===== src/rtl/fetch_pc_predictor_pkg.sv =====
// Shared definitions for the fetch PC predictor.
// Holds the RISC-V control-flow opcodes, 2-bit counter encodings and
// the saturating counter update helper.
package fetch_pc_predictor_pkg;

    localparam logic [6:0] OpBranch = 7'h63;
    localparam logic [6:0] OpJal    = 7'h6F;
    localparam logic [6:0] OpJalr   = 7'h67;

    typedef enum logic [1:0] {
        CtrSnt = 2'b00,
        CtrWnt = 2'b01,
        CtrWt  = 2'b10,
        CtrSt  = 2'b11
    } ctr_e;

    // Saturating up/down step of a 2-bit direction counter.
    function automatic ctr_e ctr_update(ctr_e c, logic taken);
        logic [1:0] v;
        v = c;
        if (taken && (v != 2'b11)) begin
            v = v + 2'b01;
        end else if (!taken && (v != 2'b00)) begin
            v = v - 2'b01;
        end
        return ctr_e'(v);
    endfunction

endpackage


===== src/rtl/fetch_pc_predictor_btb_array.sv =====
// Direct-mapped BTB storage with one asynchronous lookup port and one
// synchronous training port. Training reads its own entry internally so
// the outside world sees a single read port.
// Ports:
//   clock, reset          - clock, async active-low clear of all entries
//   rd_idx                - lookup index
//   rd_valid/tag/target/ctr - lookup entry contents (pre-edge)
//   upd_en                - apply a resolved branch/jump this cycle
//   upd_idx/tag           - index/tag of the resolved instruction
//   upd_taken/jump        - outcome and jal/jalr flag
//   upd_target            - actual target
module fetch_pc_predictor_btb_array
    import fetch_pc_predictor_pkg::*;
#(
    parameter int unsigned ENTRIES = 16,
    parameter int unsigned IDXW    = $clog2(ENTRIES),
    parameter int unsigned TAGW    = 30 - IDXW
) (
    input  logic            clock,
    input  logic            reset,
    input  logic [IDXW-1:0] rd_idx,
    output logic            rd_valid,
    output logic [TAGW-1:0] rd_tag,
    output logic [31:0]     rd_target,
    output ctr_e            rd_ctr,
    input  logic            upd_en,
    input  logic [IDXW-1:0] upd_idx,
    input  logic [TAGW-1:0] upd_tag,
    input  logic            upd_taken,
    input  logic            upd_jump,
    input  logic [31:0]     upd_target
);

    logic            valid_q  [ENTRIES];
    logic [TAGW-1:0] tag_q    [ENTRIES];
    logic [31:0]     target_q [ENTRIES];
    ctr_e            ctr_q    [ENTRIES];

    logic upd_hit;

    always_comb begin
        rd_valid  = valid_q[rd_idx];
        rd_tag    = tag_q[rd_idx];
        rd_target = target_q[rd_idx];
        rd_ctr    = ctr_q[rd_idx];
        upd_hit   = valid_q[upd_idx] && (tag_q[upd_idx] == upd_tag);
    end

    always_ff @(posedge clock or negedge reset) begin
        if (!reset) begin
            for (int i = 0; i < int'(ENTRIES); i++) begin
                valid_q[i]  <= 1'b0;
                tag_q[i]    <= '0;
                target_q[i] <= '0;
                ctr_q[i]    <= CtrSnt;
            end
        end else if (upd_en) begin
            if (upd_hit) begin
                if (upd_jump) begin
                    ctr_q[upd_idx]    <= CtrSt;
                    target_q[upd_idx] <= upd_target;
                end else begin
                    ctr_q[upd_idx] <= ctr_update(ctr_q[upd_idx], upd_taken);
                    if (upd_taken) begin
                        target_q[upd_idx] <= upd_target;
                    end
                end
            end else if (upd_taken) begin
                // Miss on a taken instruction replaces whatever lives there.
                valid_q[upd_idx]  <= 1'b1;
                tag_q[upd_idx]    <= upd_tag;
                target_q[upd_idx] <= upd_target;
                ctr_q[upd_idx]    <= upd_jump ? CtrSt : CtrWt;
            end
        end
    end

endmodule


===== src/rtl/fetch_pc_predictor.sv =====
// Fetch PC generation with BTB-based next-PC prediction.
// Ports:
//   clock, reset             - clock, async active-low reset
//   stall                    - hold the fetch PC
//   resolve*                 - branch/jump resolution from execute
//   pc                       - current fetch PC
//   predTaken, predTarget    - prediction for pc, carried down the pipe
//   flush                    - misprediction, squash IF/ID and ID/EX
module fetch_pc_predictor
    import fetch_pc_predictor_pkg::*;
#(
    parameter int unsigned ENTRIES  = 16,
    parameter logic [31:0] RESET_PC = 32'h0000_0000
) (
    input  logic        clock,
    input  logic        reset,
    input  logic        stall,
    input  logic        resolveValid,
    input  logic        resolveJump,
    input  logic [31:0] resolvePC,
    input  logic        resolveTaken,
    input  logic [31:0] resolveTarget,
    input  logic        resolvePredTaken,
    input  logic [31:0] resolvePredTarget,
    output logic [31:0] pc,
    output logic        predTaken,
    output logic [31:0] predTarget,
    output logic        flush
);

    localparam int unsigned IDXW = $clog2(ENTRIES);
    localparam int unsigned TAGW = 30 - IDXW;

    logic [31:0]     pc_q, pc_d;
    logic [31:0]     pc_plus4;
    logic            rd_valid;
    logic [TAGW-1:0] rd_tag;
    logic [31:0]     rd_target;
    ctr_e            rd_ctr;
    logic            hit;
    logic            mispredict;

    fetch_pc_predictor_btb_array #(
        .ENTRIES (ENTRIES),
        .IDXW    (IDXW),
        .TAGW    (TAGW)
    ) u_btb (
        .clock      (clock),
        .reset      (reset),
        .rd_idx     (pc_q[IDXW+1:2]),
        .rd_valid   (rd_valid),
        .rd_tag     (rd_tag),
        .rd_target  (rd_target),
        .rd_ctr     (rd_ctr),
        .upd_en     (resolveValid),
        .upd_idx    (resolvePC[IDXW+1:2]),
        .upd_tag    (resolvePC[31:IDXW+2]),
        .upd_taken  (resolveTaken),
        .upd_jump   (resolveJump),
        .upd_target (resolveTarget)
    );

    always_comb begin
        pc_plus4   = pc_q + 32'd4;
        hit        = rd_valid && (rd_tag == pc_q[31:IDXW+2]);
        mispredict = resolveValid &&
                     ((resolveTaken != resolvePredTaken) ||
                      (resolveTaken && (resolveTarget != resolvePredTarget)));

        // Outputs are forced quiet while reset is held.
        predTaken  = reset && hit && rd_ctr[1];
        predTarget = !reset ? 32'h0 : (hit ? rd_target : pc_plus4);
        flush      = reset && mispredict;

        if (mispredict) begin
            pc_d = resolveTaken ? resolveTarget : (resolvePC + 32'd4);
        end else if (stall) begin
            pc_d = pc_q;
        end else begin
            pc_d = predTaken ? predTarget : pc_plus4;
        end
    end

    always_ff @(posedge clock or negedge reset) begin
        if (!reset) begin
            pc_q <= RESET_PC;
        end else begin
            pc_q <= pc_d;
        end
    end

    assign pc = pc_q;

endmodule

===== config.mk =====
export PLATFORM = sky130hd
export DESIGN_NAME = fetch_pc_predictor
export DESIGN_NICKNAME = d
export VERILOG_FILES = /design/src/rtl/fetch_pc_predictor_pkg.sv /design/src/rtl/fetch_pc_predictor_btb_array.sv /design/src/rtl/fetch_pc_predictor.sv
export SDC_FILE = /design/constraint.sdc
export NUM_CORES = 2
export LEC_CHECK = 0
export ABC_CLOCK_PERIOD_IN_PS = 4800
export CAP_MARGIN = 20
export CORE_AREA = 2 2 363 437
export DETAILED_ROUTE_END_ITERATION = 8
export DIE_AREA = 0 0 365 439
export PLACE_DENSITY_LB_ADDON = 0.3
export RECOVER_POWER = 25
export SYNTH_ARGS = -nofsm -noshare
export SYNTH_HDL_FRONTEND = slang
export SYNTH_SLANG_ARGS = --single-unit

===== constraint.sdc =====
create_clock -name clock -period 4.8 [get_ports clock]
set_clock_uncertainty 0.2 [all_clocks]
set_input_delay 0.72 -clock clock [delete_from_list [all_inputs] [get_ports clock]]
set_output_delay 0.72 -clock clock [all_outputs]
set_load 0.05 [all_outputs]

; ---- Word-level counts from Yosys, hierarchy flattened
; Cells that the tools add are included.
[op_classes]
add_sub_neg = 4
multipliers = 0
n_div = 0
order_cmp = 3
eq_ne = 6
shift = 0
mux = 51
bitwise_logic = 5
reduce_logical = 16
[op_table]
columns = op, count
row1 = $mux 512, 3
row2 = $bwmux 512, 1
row3 = $bwmux 416, 1
row4 = $mux 32, 12
row5 = $bmux 26 s4, 2
row6 = $mux 26, 5
row7 = $bmux 32 s4, 1
row8 = $demux 32 s4, 1
row9 = $demux 26 s4, 1
row10 = $add 32x3->32 const B, 2
row11 = $bwmux 32, 2
row12 = $eq 26x26->1, 2
row13 = $ne 32x32->1, 1
row14 = $or 32x32->32, 1
row15 = $mux 2, 10
row16 = $bmux 2 s4, 2
row17 = $or 16x16->16, 1
row18 = $ge 5x5->1 const B, 2
row19 = $logic_and 1x1->1, 10
row20 = $not 4->5, 2
row21 = $bmux 1 s4, 2
row22 = $demux 2 s4, 1
row23 = $mux 1, 6
row24 = $lt 5x1->1 const B, 1
row25 = other kinds (12), 13
[totals]
reg_bits = 1008
latchBits = 0
ramBits = 0
romBits = 0
inputBits = 103
out_inout_bits = 66
wordCells = 150
mem_count = 0

; ---- Longest topological paths before layout
[logic_depth]
depth_word = 14
mapped_depth = 17
mapped_depth_nobuf = 11

; ---- Hierarchy
; Synthesis repeated with hierarchy kept, for this count alone.
[unflattened]
cells_unflattened = 3779
hier_area_um2 = 54068.1
[modules_own_cells]
columns = module, instances, cells_each, area_each_um2
row1 = fetch_pc_predictor_btb_array, 1, 3164, 49472.4
row2 = fetch_pc_predictor, 1, 615, 4595.7

; ---- Worst setup path after synthesis
; OpenSTA, ideal clock, no wires.
[synth_timing]
kind = reg2out
startpoint = register pc_q[3], in the netlist pc[3]
endpoint = output port predTarget[6]
arrival_time_ns = 4.771
required_ns = 3.880
slack_ns = -0.891
stages_incl_launch_ff = 14
path_buffers = 5
cell_sequence = dfrtp_1 buf_2 buf_2 buf_1 mux4_2 mux2i_1 o22ai_1 mux2_2 nor3_1 nand4b_1 or3_1 clkbuf_1 clkbuf_1 a211oi_1
[synth_via]
elab_chain_cells = 8
[synth_rtl]
columns = item, line
row1 = start: declaration, fetch_pc_predictor.sv:34  ; logic [31:0] pc_q, pc_d;
row2 = start signal: assignment, fetch_pc_predictor.sv:88  ; pc_q <= pc_d;
row3 = $not 4->5 (implied by the code), "fetch_pc_predictor_btb_array.sv:42, fetch_pc_predictor_btb_array.sv:43, fetch_pc_predictor_btb_array.sv:44"
row4 = $bmux 26 s4, fetch_pc_predictor_btb_array.sv:43  ; rd_tag = tag_q[rd_idx];
row5 = $mux 26 (implied by the code) (2 in a row), fetch_pc_predictor_btb_array.sv:43
row6 = $eq 26x26->1, fetch_pc_predictor.sv:65  ; hit = rd_valid && (rd_tag == pc_q[31:IDXW+2]);
row7 = $logic_and 1x1->1, fetch_pc_predictor.sv:65
row8 = $mux 32 (*) (2 in a row), fetch_pc_predictor.sv:72  ; predTarget = !reset ? 32'h0 : (hit ? rd_target : pc_plus4);
row9 = end: declaration, fetch_pc_predictor.sv:27  ; output logic [31:0] predTarget,
; Every way passes the cells marked *; elsewhere a longest branch is shown, timed or not. The select of a mux whose other input is x is not followed.

; ---- Worst setup path after layout
[layout_timing]
startpoint = register pc_q[2], in the netlist pc[2]
endpoint = output port predTarget[18]
; Same word-level chain as after synthesis.

==> impl_metrics.tcl <==
set metrics [dict create \
    setup_slack_ps -723.5 \
    power_frac_comb_pct 29.3 \
    worst-path-max-fanout 11 \
    r2r-end "pc[3]" \
    cp-end-kind "primary output" \
    grt.total_usage_pct 24.06 \
    synth_area_per_cell_sq_um 14.13 \
    min_to "u_btb.target_q[208]" \
    finalSetupViolations 33 \
    drv_cap 5 \
    crit_required_ps 3880 \
    yosysTopAreaCellShare_pct 46.35 \
    worst_slew_pin_slew_ps 2639 \
    ff_latch_area_sq_um 25240 \
    async_flop_share_pct 100.0 \
    hold_start "u_btb.target_q[208]" \
    clk-insertion-delay-late_ps 770 \
    sequentialPowerShare_pct 39.3 \
    syn2layout_area_growth_pct 22.11 \
    synthFlopType "dfrtp_1" \
    report.final.slew_viol_count 318 \
    drtAntennaViolNets 0 \
    dp_cells 6148 \
    htree_levels 3 \
    max_freq_mhz 181.0 \
    grt_pass1_wl_mm 279.2 \
    p_per_area_nw_per_um2 435.2 \
    total_power_mw 28.93 \
    multi_input_area_sq_um 27860 \
    nNetsFinal 4304 \
    initial_utilization_pct 34.89 \
    dpl_cell_area_sq_um 61880 \
    p_int_mw 19.88 \
    synthDistinctLibCells 80 \
    ir_worst_vdd_uv 351.1 \
    pre_cts_slack_ps -788.1 \
    p_switching_mw 9.043 \
    fp-row-count 159 \
    cts_made_buffers 108 \
    yosysWarnings 0 \
    io_pins 169 \
    clk_path_buf_depth 3 \
    ys_seq_area_share_pct 46.35 \
    drt_iter0_markers 3485 \
    rrSetupSlack_ps 230 \
    hold_viol_final 0 \
    wirelength_mm 192.6 \
    p_leak_nw 28.47 \
    worstSetupPathType "flop to primary output" \
    io_buffers 168 \
    cp-start-kind "flop" \
    swShare_pct 31.26 \
    fin_util_pct 42.61 \
    die-area_sq_um 160200 \
    drc 0 \
    fillers 14300 \
    p_clk_share_pct 31.4 \
    stdcell_area_sq_um 66460 \
    layout.cells.non_filler 6379 \
    hold_depth 1 \
    grt_max_degree 149 \
    synth.area.top_cells "dfrtp_1 46%, mux2_2 16%, mux4_2 14%" \
    synth.largest_area_cell "dfrtp_1" \
    period_needed_ps 5523 \
    ff2ff_path_depth 14 \
    antenna_found_initial 11 \
    synth_edf_count 0 \
    slew_headroom_pct -75.90 \
    fp.dieW_um 365 \
    cts.root.buffer_cell "clkbuf_16" \
    overflow 0 \
    gp_congestion 0.9474 \
    cts_tree "yes" \
    vias 36740 \
    worstPathArrival_ps 4600 \
    drive_gt1_share_pct 48.66 \
    syn_area_sq_um 54420 \
    wl_per_cell_um 30.20 \
    hold_class "flop to flop" \
    reg2reg_from "pc[2]" \
    syn_nets 3961 \
    first_pass_iters 6 \
    clk_pin_slew_ps 60 \
    status "finished with violations" \
    synthCells 3851 \
    violations "max-capacitance violations, max-slew violations, negative setup slack" \
    grt_pass1_vias 37530 \
    ys_ff_latch 1008 \
    rsz0062_at_grt "yes" \
    dpl.hpwl_mm 132.6 \
    avgViaCountPerCell 5.759 \
    cts_sinks 1008 \
    chipHeight_um 439 \
    timing.final.crit_share_pct 115.1 \
    core_area_sq_um 156000 \
]
## what timing repair did
item / 4_1_cts / 5_1_grt
hold endpoints to repair: 22 / 0
endpoints found under the setup margin: 76 / 33
gates cloned: 5 / 1
hold buffers: 1 / 0
pin swaps: 9 / 16
gates resized for setup: 58 / 25
buffers inserted: 19 / 8
## cells by family (layout without fill, tap and decap cells)
family	Yosys count	after routing	share of synthesized area, %
simple gates	461	461	4.593
flops	1008	1008	46.35
compound gates	353	353	4.478
mux	1482	1482	38.55
fa+ha+maj	7	7	0.1609
other cells	0	3	0
buf+inv	412	844	3.807
xor+xnor	128	128	2.060
## final cells by class
| cell class | count | area share [%] |
|---|---|---|
| Multi-Input combinational cell | 2431 | 41.92 |
| Sequential cell | 1008 | 37.97 |
| Timing Repair Buffer | 621 | 10.19 |
| Clock buffer | 154 | 4.763 |
| Tap cell | 2093 | 3.940 |
| Clock inverter | 45 | 1.051 |
| Inverter | 24 | 0.1544 |
| Antenna cell | 3 | 0.01130 |
## cell usage in the layout (no fill, tap or decap), types with 18 or more instances in the layout
master,count
dfrtp_1,1004
mux2_2,752
mux4_2,339
buf_4,326
mux2_4,189
mux2i_1,172
buf_12,128
clkdlybuf4s50_1,127
nand2_1,110
clkbuf_16,109
a21oi_1,81
xnor2_1,64
xor2_1,60
nand3_1,53
nor2_1,53
a22oi_1,38
o21ai_0,37
nor3_1,31
clkbuf_8,31
and3_1,30
nand4_1,29
o22ai_1,21
inv_1,20
o211ai_1,20
nor2_4,20
clkbuf_1,20
buf_6,18
## worst max-delay path, stage by stage, from the launching register on
cell,delay [ps]
dfrtp_4,490
buf_12,130
buf_16,160
mux4_2,550
mux2i_1,150
buf_4,170
xnor2_1,70
a211o_1,320
nor3_4,270
buf_6,130
nand4b_1,100
or3_4,460
buf_12,170
buf_16,150
a211oi_4,340
buf_12,190
## per-stage QoR
| step | TNS (ps) | hold slack (ps) |
|---|---|---|
| 2_1_floorplan | -842.8 | 224.4 |
| 3_3_place_gp | -490670 | 262.8 |
| 3_5_place_dp | -437840 | 272.5 |
| 4_1_cts | -20330 | 288.1 |
| 5_1_grt | -66810 | 307.7 |
| 6_report | -20620 | 288.5 |
## cell usage after synthesis (12+ instances only)
library cell  instances
inv_1                22
a211oi_1             21
clkbuf_1            199
nand4_1              29
and2_1               17
mux4_2              339
nor3_1               32
o21ai_0              38
a22oi_1              40
buf_6                25
a21oi_1              88
and3_1               31
or2_2                12
xor2_1               62
mux2_4              189
nand2_1             110
mux2_2              752
xnor2_1              66
mux2i_1             186
a31oi_1              15
mux2_1               16
o211ai_1             20
o22ai_1              21
nor4_1               13
nand3_1              53
nor2_1               83
buf_4                67
nor2b_1              15
dfrtp_1            1008
buf_2                55
buf_1                40
## routing by layer
layer | wire (um) | vias up | global-route usage, %
met5 | 67 | - | 0
met4 | 8188 | 10 | 9.299
met3 | 13760 | 338 | 4.601
met2 | 89980 | 1423 | 38.10
met1 | 80650 | 19830 | 32.60
li1 | - | 15130 | -
## sequential cells by signal, summed over array words and instances, names as in the netlist
name            cells
u_btb.ctr_q        32
u_btb.tag_q       416
u_btb.target_q    512
pc                 32
u_btb.valid_q      16
## worst max path at each step
stage / from / slack, ps / to
after floorplan: pc[3] / -80 / predTarget[7]
after global placement: resolvePC[2] / -860 / u_btb.target_q[17]
after detailed placement: resolvePC[3] / -790 / u_btb.target_q[6]
after CTS: pc[2] / -690 / predTarget[18]
after global routing: pc[2] / -760 / predTarget[31]
final: pc[2] / -720 / predTarget[18]
## power by group through the flow
stage / Sequential [mW] / Combinational [mW] / Clock [mW]
4_1_cts: 11.3 / 8.39 / 9.23
6_report: 11.4 / 8.48 / 9.09
2_1_floorplan: 11.1 / 5.19 / 0
3_5_place_dp: 11.5 / 8.10 / 0
5_1_grt: 11.5 / 8.88 / 9.56
3_3_place_gp: 11.4 / 8.02 / 0
Note: power is estimated with default switching activity, not from simulation.
